$ cat src/rtl/lenet_downsampler.sv
// rtl/lenet_downsampler.sv - box-sum downsampler: centred fb1 window -> lenet_size^2 thresholded map in fb3
// One fb1 read per cycle in SCAN; a one-stage pipeline folds each pixel into a per-column block accumulator.
module lenet_downsampler #(
   parameter int         width        = 640,
   parameter int         height       = 480,
   parameter int         widthlength  = 8,
   parameter int         heightlength = 8,
   parameter int         lenet_size   = 28,
   parameter logic [9:0] threshold    = 10'd384
) (
   input  logic        clk25,
   input  logic        rst_n,
   input  logic        lenet_signal,
   output logic [18:0] addr_mem0,
   input  logic [7:0]  din,
   output logic [9:0]  addr_mem2,
   output logic [7:0]  lenet_dout,
   output logic        lenet_we,
   output logic        busy,
   output logic        data_ready
);

   localparam int ACC_W    = $clog2(widthlength*heightlength) + 4;
   localparam int WIN_W    = lenet_size*widthlength;
   localparam int WIN_H    = lenet_size*heightlength;
   localparam int X0       = (width - WIN_W)/2;
   localparam int Y0       = (height - WIN_H)/2;
   localparam int ORIGIN   = Y0*width + X0;
   localparam int ROW_STEP = width - WIN_W + 1;
   localparam int PXW      = (widthlength  > 1) ? $clog2(widthlength)  : 1;
   localparam int PYW      = (heightlength > 1) ? $clog2(heightlength) : 1;
   localparam int BW       = (lenet_size   > 1) ? $clog2(lenet_size)   : 1;

   localparam logic [1:0] ST_IDLE  = 2'd0;
   localparam logic [1:0] ST_SCAN  = 2'd1;
   localparam logic [1:0] ST_DRAIN = 2'd2;
   localparam logic [1:0] ST_DONE  = 2'd3;

   logic [1:0]       state_q, state_d;
   logic             sig_q;
   logic [PXW-1:0]   px_q, px_d;
   logic [PYW-1:0]   py_q, py_d;
   logic [BW-1:0]    bcol_q, bcol_d;
   logic [BW-1:0]    brow_q, brow_d;
   logic [18:0]      addr0_q, addr0_d;
   logic             s1_valid_q, s1_valid_d;
   logic             s1_close_q, s1_close_d;
   logic [BW-1:0]    s1_bcol_q, s1_bcol_d;
   logic [BW-1:0]    s1_brow_q, s1_brow_d;
   logic             we_q, we_d;
   logic [9:0]       addr2_q, addr2_d;
   logic [7:0]       dout_q, dout_d;
   logic             busy_q, busy_d;
   logic             ready_q, ready_d;
   logic [ACC_W-1:0] acc_q [lenet_size];
   logic [ACC_W-1:0] sum;
   logic [ACC_W-1:0] acc_wval;
   logic             start;
   logic             px_last, py_last, bcol_last, brow_last, scan_last;
   logic             unused_din_lsbs;

   assign unused_din_lsbs = ^din[3:0];
   assign start     = lenet_signal & ~sig_q;
   assign px_last   = (px_q   == PXW'(widthlength - 1));
   assign py_last   = (py_q   == PYW'(heightlength - 1));
   assign bcol_last = (bcol_q == BW'(lenet_size - 1));
   assign brow_last = (brow_q == BW'(lenet_size - 1));
   assign scan_last = px_last & py_last & bcol_last & brow_last;

   // The closing pixel is forwarded into the sum the same cycle its block is emitted.
   assign sum      = acc_q[s1_bcol_q] + ACC_W'(din[7:4]);
   assign acc_wval = s1_close_q ? '0 : sum;

   always_comb begin
      state_d    = state_q;
      px_d       = px_q;
      py_d       = py_q;
      bcol_d     = bcol_q;
      brow_d     = brow_q;
      addr0_d    = addr0_q;
      s1_valid_d = 1'b0;
      s1_close_d = 1'b0;
      s1_bcol_d  = s1_bcol_q;
      s1_brow_d  = s1_brow_q;
      we_d       = 1'b0;
      addr2_d    = addr2_q;
      dout_d     = dout_q;
      busy_d     = busy_q;
      ready_d    = 1'b0;

      case (state_q)
         ST_IDLE: begin
            if (start) begin
               state_d = ST_SCAN;
               busy_d  = 1'b1;
               addr0_d = 19'(ORIGIN);
               px_d    = '0;
               py_d    = '0;
               bcol_d  = '0;
               brow_d  = '0;
            end
         end
         ST_SCAN: begin
            s1_valid_d = 1'b1;
            s1_close_d = px_last & py_last;
            s1_bcol_d  = bcol_q;
            s1_brow_d  = brow_q;
            if (px_last) begin
               px_d = '0;
               if (bcol_last) begin
                  bcol_d  = '0;
                  addr0_d = addr0_q + 19'(ROW_STEP);
                  if (py_last) begin
                     py_d   = '0;
                     brow_d = brow_q + 1'b1;
                  end else begin
                     py_d = py_q + 1'b1;
                  end
               end else begin
                  bcol_d  = bcol_q + 1'b1;
                  addr0_d = addr0_q + 19'd1;
               end
            end else begin
               px_d    = px_q + 1'b1;
               addr0_d = addr0_q + 19'd1;
            end
            // The address counters wrap here but addr_mem0 must keep the last address.
            if (scan_last) begin
               state_d = ST_DRAIN;
               addr0_d = addr0_q;
            end
         end
         ST_DRAIN: state_d = ST_DONE;
         default: begin
            state_d = ST_IDLE;
            busy_d  = 1'b0;
            ready_d = 1'b1;
         end
      endcase

      if (s1_valid_q && s1_close_q) begin
         we_d    = 1'b1;
         addr2_d = 10'(s1_brow_q)*10'(lenet_size) + 10'(s1_bcol_q);
         dout_d  = (int'(sum) >= int'(threshold)) ? sum[ACC_W-1 -: 8] : 8'd0;
      end
   end

   always_ff @(posedge clk25 or negedge rst_n) begin
      if (!rst_n) begin
         state_q    <= ST_IDLE;
         sig_q      <= 1'b0;
         px_q       <= '0;
         py_q       <= '0;
         bcol_q     <= '0;
         brow_q     <= '0;
         addr0_q    <= '0;
         s1_valid_q <= 1'b0;
         s1_close_q <= 1'b0;
         s1_bcol_q  <= '0;
         s1_brow_q  <= '0;
         we_q       <= 1'b0;
         addr2_q    <= '0;
         dout_q     <= '0;
         busy_q     <= 1'b0;
         ready_q    <= 1'b0;
         for (int i = 0; i < lenet_size; i++) acc_q[i] <= '0;
      end else begin
         state_q    <= state_d;
         sig_q      <= lenet_signal;
         px_q       <= px_d;
         py_q       <= py_d;
         bcol_q     <= bcol_d;
         brow_q     <= brow_d;
         addr0_q    <= addr0_d;
         s1_valid_q <= s1_valid_d;
         s1_close_q <= s1_close_d;
         s1_bcol_q  <= s1_bcol_d;
         s1_brow_q  <= s1_brow_d;
         we_q       <= we_d;
         addr2_q    <= addr2_d;
         dout_q     <= dout_d;
         busy_q     <= busy_d;
         ready_q    <= ready_d;
         if (s1_valid_q) acc_q[s1_bcol_q] <= acc_wval;
      end
   end

   assign addr_mem0  = addr0_q;
   assign addr_mem2  = addr2_q;
   assign lenet_dout = dout_q;
   assign lenet_we   = we_q;
   assign busy       = busy_q;
   assign data_ready = ready_q;

endmodule

$ cat config.mk
export PLATFORM = sky130hd
export DESIGN_NAME = lenet_downsampler
export DESIGN_NICKNAME = d
export VERILOG_FILES = /design/src/rtl/lenet_downsampler.sv
export SDC_FILE = /design/constraint.sdc
export NUM_CORES = 1
export LEC_CHECK = 0
export BUFFER_PORTS_ARGS = -buffer_cell sky130_fd_sc_hd__buf_2
export CORE_MARGIN = 1.5
export CORE_UTILIZATION = 48
export DETAILED_ROUTE_END_ITERATION = 7
export GPL_TIMING_DRIVEN = 0
export HOLD_SLACK_MARGIN = 0.12
export PLACE_DENSITY = 0.69
export SLEW_MARGIN = 30
export SYNTH_ARGS = -nofsm -noshare
export SYNTH_HDL_FRONTEND = slang
export SYNTH_SLANG_ARGS = --single-unit
$ cat constraint.sdc
create_clock -name clk25 -period 11.05 [get_ports clk25]
set_clock_uncertainty 0.1 [all_clocks]
set_input_delay 1.105 -clock clk25 [delete_from_list [all_inputs] [get_ports clk25]]
set_output_delay 1.105 -clock clk25 [all_outputs]
set_load 0.02 [all_outputs]
==> results.yml <==
synth:
  ys_types: 63
  syn_area_um2: 16740
  dominantRegCellSynth: "dfrtp_1"
  synth_top_area_frac: 0.5246
  synthTopCellsByArea: "dfrtp_1, nand2_1, mux4_2, o21ai_0, o31ai_1"
  syn_avg_cell_area_um2: 10.39
  ys_warn_count: 0
  ys_ff_latch: 351
  yosysTopAreaCell: "dfrtp_1"
  yosysSeqAreaShare: 0.5246
  synth_nets: 1654
  synth_edf_count: 0
  syn_inst: 1611
  async_flop_share: 1.000
cts:
  clk_pin_slew_ps: 60
  post_cts_buffers: 0
  cts_buffers: 39
  clockRootBuffer: "clkbuf_16"
  cts-htree-levels: 2
  clkLatencyLatePin_ps: 540
  cts_tree: "built"
  cts_sinks: 351
  ctsLongestPathBuffers: 3
  cts-resized-gates: 0
  cts-hold-fix-buffers: 0
placed_design:
  place.port_buffers: 46
  place_area_um2: 17680
  dp_hpwl_um: 35500
  gp_congestion: 0.9533
worst_setup_path:
  worstPathArrival_ps: 7430
  end_kind: "flip-flop"
  rrSetupSlack_ps: 3900
  cp-start-kind: "flip-flop"
  cp-startpoint: "s1_bcol_q[1]$_DFFE_PN0P_"
  r2r.worst_path.cells: 18
  path_max_fanout: 10
  crit_chain: "buf_2, buf_2, buf_2, buf_1, buf_6, buf_2, mux4_2, a22oi_1, o221ai_1, ha_1, fa_1, a21o_1, a21oi_1, xnor2_1, nand2b_1, clkbuf_1, clkbuf_1, o21ai_0"
  r2r-start: "s1_bcol_q[1]$_DFFE_PN0P_"
  cp_slowest_cell: "dfrtp_1"
  critPathMostFrequentCell: "buf_2"
  timing.rr.end: "acc_q[74]$_DFFE_PN0P_"
  crit_end: "acc_q[74]$_DFFE_PN0P_"
  required_ps: 11330
  max_stage_delay_ps: 610
  path_class: "reg2reg"
cells_and_area:
  layout_common_cells: "nand2_1, dfrtp_1, o21ai_0"
  fill_cells: 3016
  synthToLayoutAreaGrowth_pct: 13.00
  final_common_cell: "nand2_1"
  drive_gt1_frac: 0.1371
  diodes: 0
  finalNetCount: 1747
  final_cell_area_um2: 18920
routing:
  ant_nets: 0
  drc: 0
  routed_wl_um: 51920
  first_iter_violations: 1296
  post_drt_wl_per_cell_um: 23.77
  vias_per_cell: 6.089
  vias: 13300
  drt_first_pass_iters: 5
floorplan:
  num_rows: 68
  core_region_area_um2: 34460
  die_w_um: 189.8
  die_y_um: 189.8
  pin_count: 51
  fp.dieArea_um2: 36010
  start_util: 0.4859
sta:
  slew_violations: 0
  fmax_mhz: 139.9
  setup_violations: 0
  min_period_ps: 7149
  hold_viol: 0
  maxSlewHeadroom: 0.3094
  fin_tns_setup_ps: 0
  worst-slew-pin-transition_ps: 1032
  min_period_over_period: 0.6470
  rsz0062_at_grt: "no"
power_and_ir_drop:
  ir_drop_mv: 0.08852
  power.density_nw_per_um2: 155.2
  power_leakage_nw: 8.359
global_route:
  met3_usage: 0.06881
  grt_usage: 0.2939
  use_met2: 0.4596
  grt_pass1_wl_um: 79420
  grt_pass1_vias: 13250
  antenna_found_initial: 0
  met1_usage: 0.3980
  grt_max_degree: 85
  overflow: 0
  top_usage_layer: "met2"
run:
  drv_cap: 0
hold_path:
  hold_class: "reg2reg"
outcome:
  outcome: "completed"
## metal layers
metal	wire length (um)	vias up	share of wire
li1	-	5861	-
met1	21490	6732	0.41
met4	2139	0	0.041
met3	4502	139	0.087
met5	0	-	0
met2	23800	566	0.46
## worst min path at each step
stage               cells past startpoint                     end  slack [ps]              startpoint
detailed placement                      2   acc_q[46]$_DFFE_PN0P_         360   acc_q[46]$_DFFE_PN0P_
CTS                                     2   acc_q[46]$_DFFE_PN0P_         380   acc_q[46]$_DFFE_PN0P_
global placement                        2   acc_q[96]$_DFFE_PN0P_         350   acc_q[96]$_DFFE_PN0P_
floorplan                               2  acc_q[195]$_DFFE_PN0P_         340  acc_q[195]$_DFFE_PN0P_
finish                                  2   acc_q[46]$_DFFE_PN0P_         370   acc_q[46]$_DFFE_PN0P_
global route                            2   acc_q[28]$_DFFE_PN0P_         400   acc_q[28]$_DFFE_PN0P_
## where the power goes
group	leakage, nW	switching [W]	internal, W
Combinational	4.21	0.000143	0.0000874
Sequential	3.54	0.0000591	0.00139
Clock	0.609	0.000527	0.000728
## worst max-delay path, delay by kind of cell (launching register included)
family / cells / cell delay, ps
compound gates: 5 / 1510
xor+xnor: 1 / 200
fa+ha+maj: 2 / 750
buf+inv: 8 / 3300
flops: 1 / 610
mux: 1 / 400
simple gates: 1 / 100
## area by class of cell
class	instances	area (um^2)	area share
multi-input combinational	1110	7277	0.3847
sequential	351	8783	0.4643
clock inverter	12	68.82	0.003638
timing repair buffer	52	369.1	0.01951
clock buffer	54	1155	0.06105
tap	455	569.3	0.03009
inverter	15	56.30	0.002976
buffer	135	639.4	0.03380
## metrics by stage
stage | util | instances | setup WS, ps | hold WS, ps | power, W
6_report | 0.5490 | 2184 | 3901 | 373.7 | 0.002936
5_1_grt | 0.5490 | 2184 | 3829 | 396.5 | 0.003034
3_5_place_dp | 0.5132 | 2117 | 3790 | 362.2 | 0.001700
3_3_place_gp | 0.5091 | 2112 | 2073 | 353.7 | 0.001683
2_1_floorplan | - | 1611 | 6466 | 342.5 | 0.001596
4_1_cts | 0.5487 | 2183 | 3758 | 375.0 | 0.002948
## logic make-up after synthesis
logic type               count (synthesis)  share of synthesized area
adder cells (fa/ha/maj)                 32                    0.02705
buffers and inverters                  150                    0.04133
XOR/XNOR                                26                    0.01472
AO/OA/AOI/OAI                          428                     0.1583
multiplexers                           105                     0.1040
flip-flops                             351                     0.5246
AND/OR/NAND/NOR                        519                     0.1300
## synth_stat cells (3+ instances only)
| cell type | count |
|---|---|
| nor3_1 | 6 |
| and2_1 | 7 |
| nand2b_1 | 13 |
| mux2_2 | 9 |
| o22ai_1 | 3 |
| buf_2 | 13 |
| nand3_1 | 21 |
| a22o_1 | 6 |
| xor2_1 | 12 |
| o21ai_0 | 202 |
| nand4_1 | 13 |
| o21ai_1 | 22 |
| a32oi_1 | 4 |
| and3_1 | 8 |
| nand2_1 | 395 |
| dfrtp_1 | 351 |
| buf_6 | 11 |
| o31ai_1 | 86 |
| a31oi_1 | 11 |
| a21oi_1 | 29 |
| a21o_1 | 9 |
| mux2i_1 | 42 |
| buf_4 | 5 |
| buf_1 | 8 |
| mux4_2 | 53 |
| a22oi_1 | 17 |
| inv_1 | 13 |
| nor2_1 | 33 |
| ha_1 | 25 |
| o21ai_2 | 18 |
| fa_1 | 7 |
| nor2b_1 | 7 |
| clkbuf_1 | 97 |
| xnor2_1 | 13 |
## registers in the layout, indices dropped and copies added (netlist names), 5 cells and up
name,cells
addr_mem2,10
s1_bcol_q,5
addr_mem0,19
lenet_dout,8
acc_q,280
bcol_q,5
s1_brow_q,5
brow_q,5
(Power assumes the default switching activity.)
